[src/rtl/param_microprocessor.sv]
// Multi-cycle FETCH/DECODE/EXECUTE/WRITEBACK processor with run/step pacing and debug read port.
// Optional breakpoint logic is enabled with `define PARAM_MICROPROCESSOR_BREAKPOINT_EN.
module param_microprocessor #(
    parameter int DATA_W   = 6,
    parameter int ADDR_W   = 6,
    parameter int NUM_REGS = 8,
    parameter int TICK_DIV = 50000000,
    localparam int REG_W   = $clog2(NUM_REGS),
    localparam int IR_W    = 3 + 3 * REG_W
) (
    input  logic              clock,
    input  logic              reset,
    input  logic              run,
    input  logic              step,
    output logic [ADDR_W-1:0] instr_addr,
    input  logic [IR_W-1:0]   instr_data,
    input  logic [REG_W-1:0]  dbg_sel,
    output logic [DATA_W-1:0] dbg_data,
    output logic [ADDR_W-1:0] pc,
    output logic [IR_W-1:0]   ir,
    output logic [DATA_W-1:0] alu_out,
    output logic [2:0]        state,
    output logic              zero_flag,
    output logic              carry_flag,
    output logic              halted
`ifdef PARAM_MICROPROCESSOR_BREAKPOINT_EN
    ,
    input  logic              bp_enable,
    input  logic [ADDR_W-1:0] bp_addr,
    output logic              bp_hit
`endif
);

    localparam int TW = $clog2(TICK_DIV);

    typedef enum logic [2:0] {
        S_FETCH     = 3'd0,
        S_DECODE    = 3'd1,
        S_EXECUTE   = 3'd2,
        S_WRITEBACK = 3'd3,
        S_HALT      = 3'd4
    } state_t;

    localparam logic [2:0] OP_HALT = 3'd0;
    localparam logic [2:0] OP_ADD  = 3'd1;
    localparam logic [2:0] OP_SUB  = 3'd2;
    localparam logic [2:0] OP_AND  = 3'd3;
    localparam logic [2:0] OP_LDI  = 3'd4;
    localparam logic [2:0] OP_BZ   = 3'd5;
    localparam logic [2:0] OP_JMP  = 3'd6;

    state_t            state_r, state_nxt;
    logic [DATA_W-1:0] regs [NUM_REGS];
    logic [TW-1:0]     tick_cnt;
    logic              step_q;
    logic              tick, step_rise, go, fetch_go;

    logic [2:0]        opcode;
    logic [REG_W-1:0]  ra, rb, rd;
    logic [DATA_W-1:0] a_val, b_val, alu_res;
    logic              alu_c, flag_upd, wr_en, taken;

    assign opcode = ir[IR_W-1 -: 3];
    assign ra     = ir[3*REG_W-1 -: REG_W];
    assign rb     = ir[2*REG_W-1 -: REG_W];
    assign rd     = ir[REG_W-1:0];
    assign a_val  = regs[ra];
    assign b_val  = regs[rb];

    assign dbg_data = regs[dbg_sel];
    assign state    = state_r;

    assign tick      = (tick_cnt == TW'(TICK_DIV - 1));
    assign step_rise = step & ~step_q;
    assign go        = run ? tick : step_rise;

    // A parked breakpoint only yields to a manual step edge, even in run mode.
`ifdef PARAM_MICROPROCESSOR_BREAKPOINT_EN
    assign fetch_go = bp_hit ? step_rise : go;
`else
    assign fetch_go = go;
`endif

    always_ff @(posedge clock) begin
        if (!reset) state_r <= S_FETCH;
        else        state_r <= state_nxt;
    end

    always_comb begin
        state_nxt = state_r;
        case (state_r)
            S_FETCH:     if (fetch_go) state_nxt = S_DECODE;
            S_DECODE:    state_nxt = S_EXECUTE;
            S_EXECUTE:   state_nxt = (opcode == OP_HALT) ? S_HALT : S_WRITEBACK;
            S_WRITEBACK: state_nxt = S_FETCH;
            S_HALT:      state_nxt = S_HALT;
            default:     state_nxt = S_FETCH;
        endcase
    end

    always_comb begin
        instr_addr = pc;
        halted     = (state_r == S_HALT);
`ifdef PARAM_MICROPROCESSOR_BREAKPOINT_EN
        bp_hit     = (state_r == S_FETCH) && bp_enable && (pc == bp_addr);
`endif
    end

    // Branches/NOP pass B through so WRITEBACK can take the target from alu_out.
    always_comb begin
        alu_res  = b_val;
        alu_c    = 1'b0;
        flag_upd = 1'b0;
        case (opcode)
            OP_ADD: begin
                {alu_c, alu_res} = {1'b0, a_val} + {1'b0, b_val};
                flag_upd = 1'b1;
            end
            OP_SUB: begin
                alu_res  = a_val - b_val;
                alu_c    = (a_val < b_val);
                flag_upd = 1'b1;
            end
            OP_AND: begin
                alu_res  = a_val & b_val;
                flag_upd = 1'b1;
            end
            OP_LDI: begin
                alu_res  = DATA_W'({ra, rb});
                flag_upd = 1'b1;
            end
            default: ;
        endcase
    end

    assign wr_en = (opcode == OP_ADD) || (opcode == OP_SUB) ||
                   (opcode == OP_AND) || (opcode == OP_LDI);
    assign taken = (opcode == OP_JMP) || ((opcode == OP_BZ) && (a_val == '0));

    always_ff @(posedge clock) begin
        if (!reset) begin
            pc         <= '0;
            ir         <= '0;
            alu_out    <= '0;
            zero_flag  <= 1'b0;
            carry_flag <= 1'b0;
            step_q     <= 1'b0;
            tick_cnt   <= '0;
            for (int i = 0; i < NUM_REGS; i++) regs[i] <= '0;
        end else begin
            step_q   <= step;
            tick_cnt <= tick ? '0 : tick_cnt + TW'(1);
            case (state_r)
                S_DECODE: ir <= instr_data;
                S_EXECUTE: begin
                    if (opcode != OP_HALT) alu_out <= alu_res;
                    if (flag_upd) begin
                        zero_flag  <= (alu_res == '0);
                        carry_flag <= alu_c;
                    end
                end
                S_WRITEBACK: begin
                    if (wr_en) regs[rd] <= alu_out;
                    pc <= taken ? ADDR_W'(alu_out) : pc + ADDR_W'(1);
                end
                default: ;
            endcase
        end
    end

endmodule

[config.mk]
export PLATFORM = sky130hd
export DESIGN_NAME = param_microprocessor
export DESIGN_NICKNAME = d
export VERILOG_FILES = /design/src/rtl/param_microprocessor.sv
export SDC_FILE = /design/constraint.sdc
export NUM_CORES = 1
export LEC_CHECK = 0
export BUFFER_PORTS_ARGS = -buffer_cell sky130_fd_sc_hd__buf_2
export CORE_MARGIN = 10
export CORE_UTILIZATION = 44
export DETAILED_ROUTE_END_ITERATION = 12
export PLACE_DENSITY = 0.61
export SLEW_MARGIN = 15
export SYNTH_ARGS = -nofsm -noshare
export SYNTH_HDL_FRONTEND = slang
export SYNTH_SLANG_ARGS = --single-unit
[constraint.sdc]
create_clock -name clock -period 8.9 [get_ports clock]
set_input_delay 1.78 -clock clock [delete_from_list [all_inputs] [get_ports clock]]
set_output_delay 1.78 -clock clock [all_outputs]
set_load 0.005 [all_outputs]
# Yosys cells after proc, flatten, opt, wreduce, memory -nomap -nowiden
# Memory sizes are Yosys's and may differ from the RTL's. A register that Yosys moved wholly into a read port is not among the register bits.
# Index checks and enable logic that the tools add are counted.
# op_classes
addsub,4
mul,0
div_mod_pow,0
n_lt_le_gt_ge,1
eq_ne,12
shifts,0
mux,20
n_bitwise,4
n_reduce_logical,15
# op_table
cell,count
"adder 26 x 1 -> 26 bit, second input constant",1
"== test 26 bit, second input constant",1
one-hot mux 6 bit (4 select lines),1
two-way mux 3 bit,7
"== test 3 x 2 -> 1 bit, second input constant",4
"== test 3 bit, second input constant",4
zero test 6 bit,2
two-way mux 6 bit,2
one-hot mux 3 bit (4 select lines),1
two-way mux 1 bit,8
adder 6 x 6 -> 7 bit,1
"adder 6 x 1 -> 6 bit, second input constant",1
bitwise AND 6 bit,1
"== test 3 x 1 -> 1 bit, second input constant",2
zero test 3 bit,2
less-than comparator 6 bit,1
OR reduction 6 bit,1
subtractor 6 bit,1
logical OR 1 bit,4
AND reduction 2 bit,2
OR reduction 4 bit,1
nonzero test 3 bit,1
"!= test 2 bit, second input constant",1
NOT 1 bit,2
other kinds (4),4
# totals
reg_bits,56
latchBits,0
ram_bits,48
mem_bits_ro,0
in_bits,19
output_inout_bits,42
wordCells,65
memories,1
# memory_table
memory,depth,width,read_ports,rd_ports_with_merged_regs,write_ports,line,source
regs,8,6,3,2,8,53,logic [DATA_W-1:0] regs [NUM_REGS];

# Longest topological paths before layout
# logic_depth
ltp_word,10
ltp_mapped,14
depth_no_buf,13

# Worst setup path after synthesis
# No wires, ideal clock.
# synth_timing
path_kind,input port to output port
start,in dbg_sel[0]
end,out dbg_data[0]
arrival_time_ns,3.125
required_ns,7.120
setup_slack_ns,3.995
cell_stages,3
n_path_buf,1
cell_sequence,buf_1 -> mux4_2 -> mux2_2
# synth_between
elab_chain_cells,1
# synth_lines
item,line,source
start: declaration,17,"input logic [REG_W-1:0] dbg_sel,"
memory read (8 x 6 bit),-,
end: declaration,18,"output logic [DATA_W-1:0] dbg_data,"
# Every way passes these cells.

# Worst setup path after layout
# layout_timing
start,in dbg_sel[0]
end,out dbg_data[5]
# The elaborated chain is that of the path after synthesis.

==> results.json <==
{
  "status": "finished, final reports clean",
  "fmax_ghz": 0.206,
  "place_hpwl_mm": 12.5,
  "diodes": 0,
  "cts_resized": 0,
  "cpLargestDelayFamily": "multiplexers",
  "routedWlPerCell_um": 20.3,
  "dr.pass1.iters": 5,
  "fp.dieArea_um2": 19900,
  "syn_to_final_growth_pct": 9.93,
  "drt_iter0_drc": 409,
  "async_flop_share": 0,
  "pin_count": 61,
  "vias": 4873,
  "power_frac_seq": 0.498,
  "place_congestion": 0.923,
  "rows": 44,
  "p_int_uw": 847,
  "cts_hold_buf": 0,
  "routed_via_density": 5.90,
  "coreArea_um2": 14400,
  "hold_viol": 0,
  "cts.sinks": 110,
  "ys.flop_type": "dfxtp_1",
  "grt_max_degree": 40,
  "syn_inst": 600,
  "critPathMostFrequentCell": "buf_2",
  "cts_buffers": 9,
  "nFillCells": 1332,
  "slowest_delay_ns": 0.56,
  "layout-drive-gt1-share": 0.204,
  "clkLatencyLatePin_ns": 0.35,
  "syn-cell-area_um2": 6450,
  "crit_slowest_cell": "mux4_2",
  "setup_viol": 0,
  "path_clk_slew_ns": 0.07,
  "stdcell_count": 826,
  "ant_nets": 0,
  "p_sw_uw": 280,
  "clk_path_buf_depth": 2,
  "period_share": 0.546,
  "post_cts.repair.setup_buffers": 0,
  "power_density_nw_per_um2": 159,
  "grt_overflow": 0,
  "die_w_um": 141,
  "worstPathCellList": "buf_2 > mux4_2 > mux2_2 > buf_2",
  "p_sw_frac": 0.249,
  "root_buffer": "clkbuf_16",
  "syn_nets": 635,
  "slew_headroom": 0.367,
  "start_util": 0.447,
  "rsz0062_at_grt": "no",
  "period_needed_ns": 4.86,
  "cts_tree": "yes",
  "path_max_fanout": 12,
  "fin_setup_tns_ns": 0,
  "portBuffers": 60,
  "maxCapViolCount": 0,
  "maxSlewViolCount": 0,
  "worst-path-buf-inv": 2,
  "critPathKind": "primary input to output port",
  "cp-start-kind": "primary input",
  "grt_antenna_before_repair": 0,
  "fin_skew_ns": 0.0102,
  "grt_pass1_wl_mm": 26.7,
  "syn_area_per_cell_um2": 10.7,
  "ys_seq_area_frac": 0.416,
  "grt_usage": 0.167,
  "synth_edf_count": 48,
  "crit_path_end_kind": "output port",
  "fin_nets": 672,
  "ys_ff_latch": 110,
  "mostFrequentLayoutCells": "dfxtp_1, buf_2, nor2_1",
  "final_common_cell": "dfxtp_1",
  "wirelength_mm": 16.7,
  "comb_power_share": 0.115,
  "leakage_nw": 2.75,
  "arrival_ns": 3.08,
  "cp.required_ns": 7.12,
  "synth_cell_types": 66,
  "hold_class": "register to register",
  "htreeDepth": 3,
  "dpl.cell_count": 810,
  "ir_drop_mv": 0.0987,
  "p_clk_frac": 0.387,
  "dieHeight_um": 141,
  "drc": 0,
  "yosys_warnings": 0,
  "grt_pass1_vias": 4782,
  "tightest_slew_ns": 0.948
}
==> power by group through the flow <==
stage,Sequential (mW),Combinational [mW],Clock [mW]
global route,0.563,0.142,0.464
global placement,0.571,0.128,0
detailed placement,0.572,0.129,0
floorplan,0.557,0.103,0
CTS,0.560,0.130,0.443
finish,0.561,0.130,0.436
==> cells in the mapped netlist, types with 3 or more instances <==
cell | number | share of area
and2_1 | 52 | 0.050
o21ai_0 | 17 | 0.013
buf_4 | 8 | 0.0093
mux4_2 | 22 | 0.077
o22ai_1 | 7 | 0.0068
a21boi_0 | 3 | 0.0035
and3_1 | 10 | 0.0097
nor3_1 | 8 | 0.0062
ha_1 | 14 | 0.027
nand2b_1 | 14 | 0.014
buf_6 | 4 | 0.0070
clkbuf_1 | 16 | 0.0093
nand4_1 | 4 | 0.0039
a31oi_1 | 3 | 0.0029
xor2_1 | 21 | 0.029
mux4_1 | 8 | 0.033
a22oi_1 | 4 | 0.0047
dfxtp_1 | 62 | 0.19
edfxtp_1 | 48 | 0.22
mux2i_1 | 23 | 0.036
inv_1 | 17 | 0.0099
nor4_1 | 3 | 0.0029
buf_2 | 3 | 0.0023
nor2b_1 | 22 | 0.021
nand2_1 | 34 | 0.020
xnor2_1 | 5 | 0.0068
clkbuf_8 | 3 | 0.0064
nand3_1 | 19 | 0.015
and4_1 | 4 | 0.0054
a21oi_1 | 16 | 0.012
nor3b_1 | 5 | 0.0058
o221ai_1 | 3 | 0.0041
nor2_1 | 54 | 0.031
mux2_2 | 19 | 0.033
==> logic make-up (layout without fill, tap and decap cells) <==
group	count (synthesis)	after routing	share of synthesized area
adders and majority gates	16	16	0.0334
AOI/OAI and AO/OA	83	83	0.0925
DFF	110	110	0.416
buffers and inverters	53	95	0.0454
muxes	72	72	0.178
and+or+nand+nor	240	240	0.199
xor gates and xnor gates	26	26	0.0353
==> through the flow <==
step / hold slack, ns / setup slack [ns] / cell area, µm² / util / power, mW
after floorplan: 0.438 / 3.99 / 6450 / - / 0.660
after CTS: 0.481 / 4.01 / 7090 / 0.492 / 1.13
after detailed placement: 0.464 / 4.02 / 6770 / 0.469 / 0.701
after global placement: 0.455 / 4.05 / 6770 / 0.469 / 0.699
final: 0.476 / 4.04 / 7090 / 0.492 / 1.13
after global routing: 0.534 / 3.97 / 7090 / 0.492 / 1.17
==> flip-flops by register name, indices dropped and copies added, names as in the netlist, named ones only <==
signal	flops
zero_flag	1
step_q	1
regs	48
alu_out	6
tick_cnt	26
carry_flag	1
state	3
instr_addr	6
ir	12
==> worst paths after layout <==
path,cells after the start,slack [ns],endpoint,from
worst max-delay path,4,4.04,dbg_data[5],dbg_sel[0]
worst min-delay path,1,0.48,tick_cnt[0]$_SDFF_PP0_,tick_cnt[0]$_SDFF_PP0_
worst max register to register,11,4.89,zero_flag$_SDFFE_PN0P_,register
worst min register to register,1,0.48,tick_cnt[0]$_SDFF_PP0_,tick_cnt[0]$_SDFF_PP0_
==> layer usage <==
layer,GRT usage,up-vias,part of all wire
li1,-,2256,-
met5,0,-,0
met4,0.0696,0,0.028
met2,0.252,205,0.45
met3,0.0353,37,0.061
met1,0.227,2375,0.46
==> layout make-up <==
type / count / area (µm²) / area share
clock inverters: 7 / 93.8 / 0.0132
clock buffers: 9 / 225 / 0.0318
well taps: 184 / 230 / 0.0325
repair buffers: 62 / 315 / 0.0445
flip-flops and latches: 110 / 2680 / 0.378
multi-input cells: 437 / 3480 / 0.491
inverters: 17 / 63.8 / 0.00900
(Power assumes the default switching activity.)
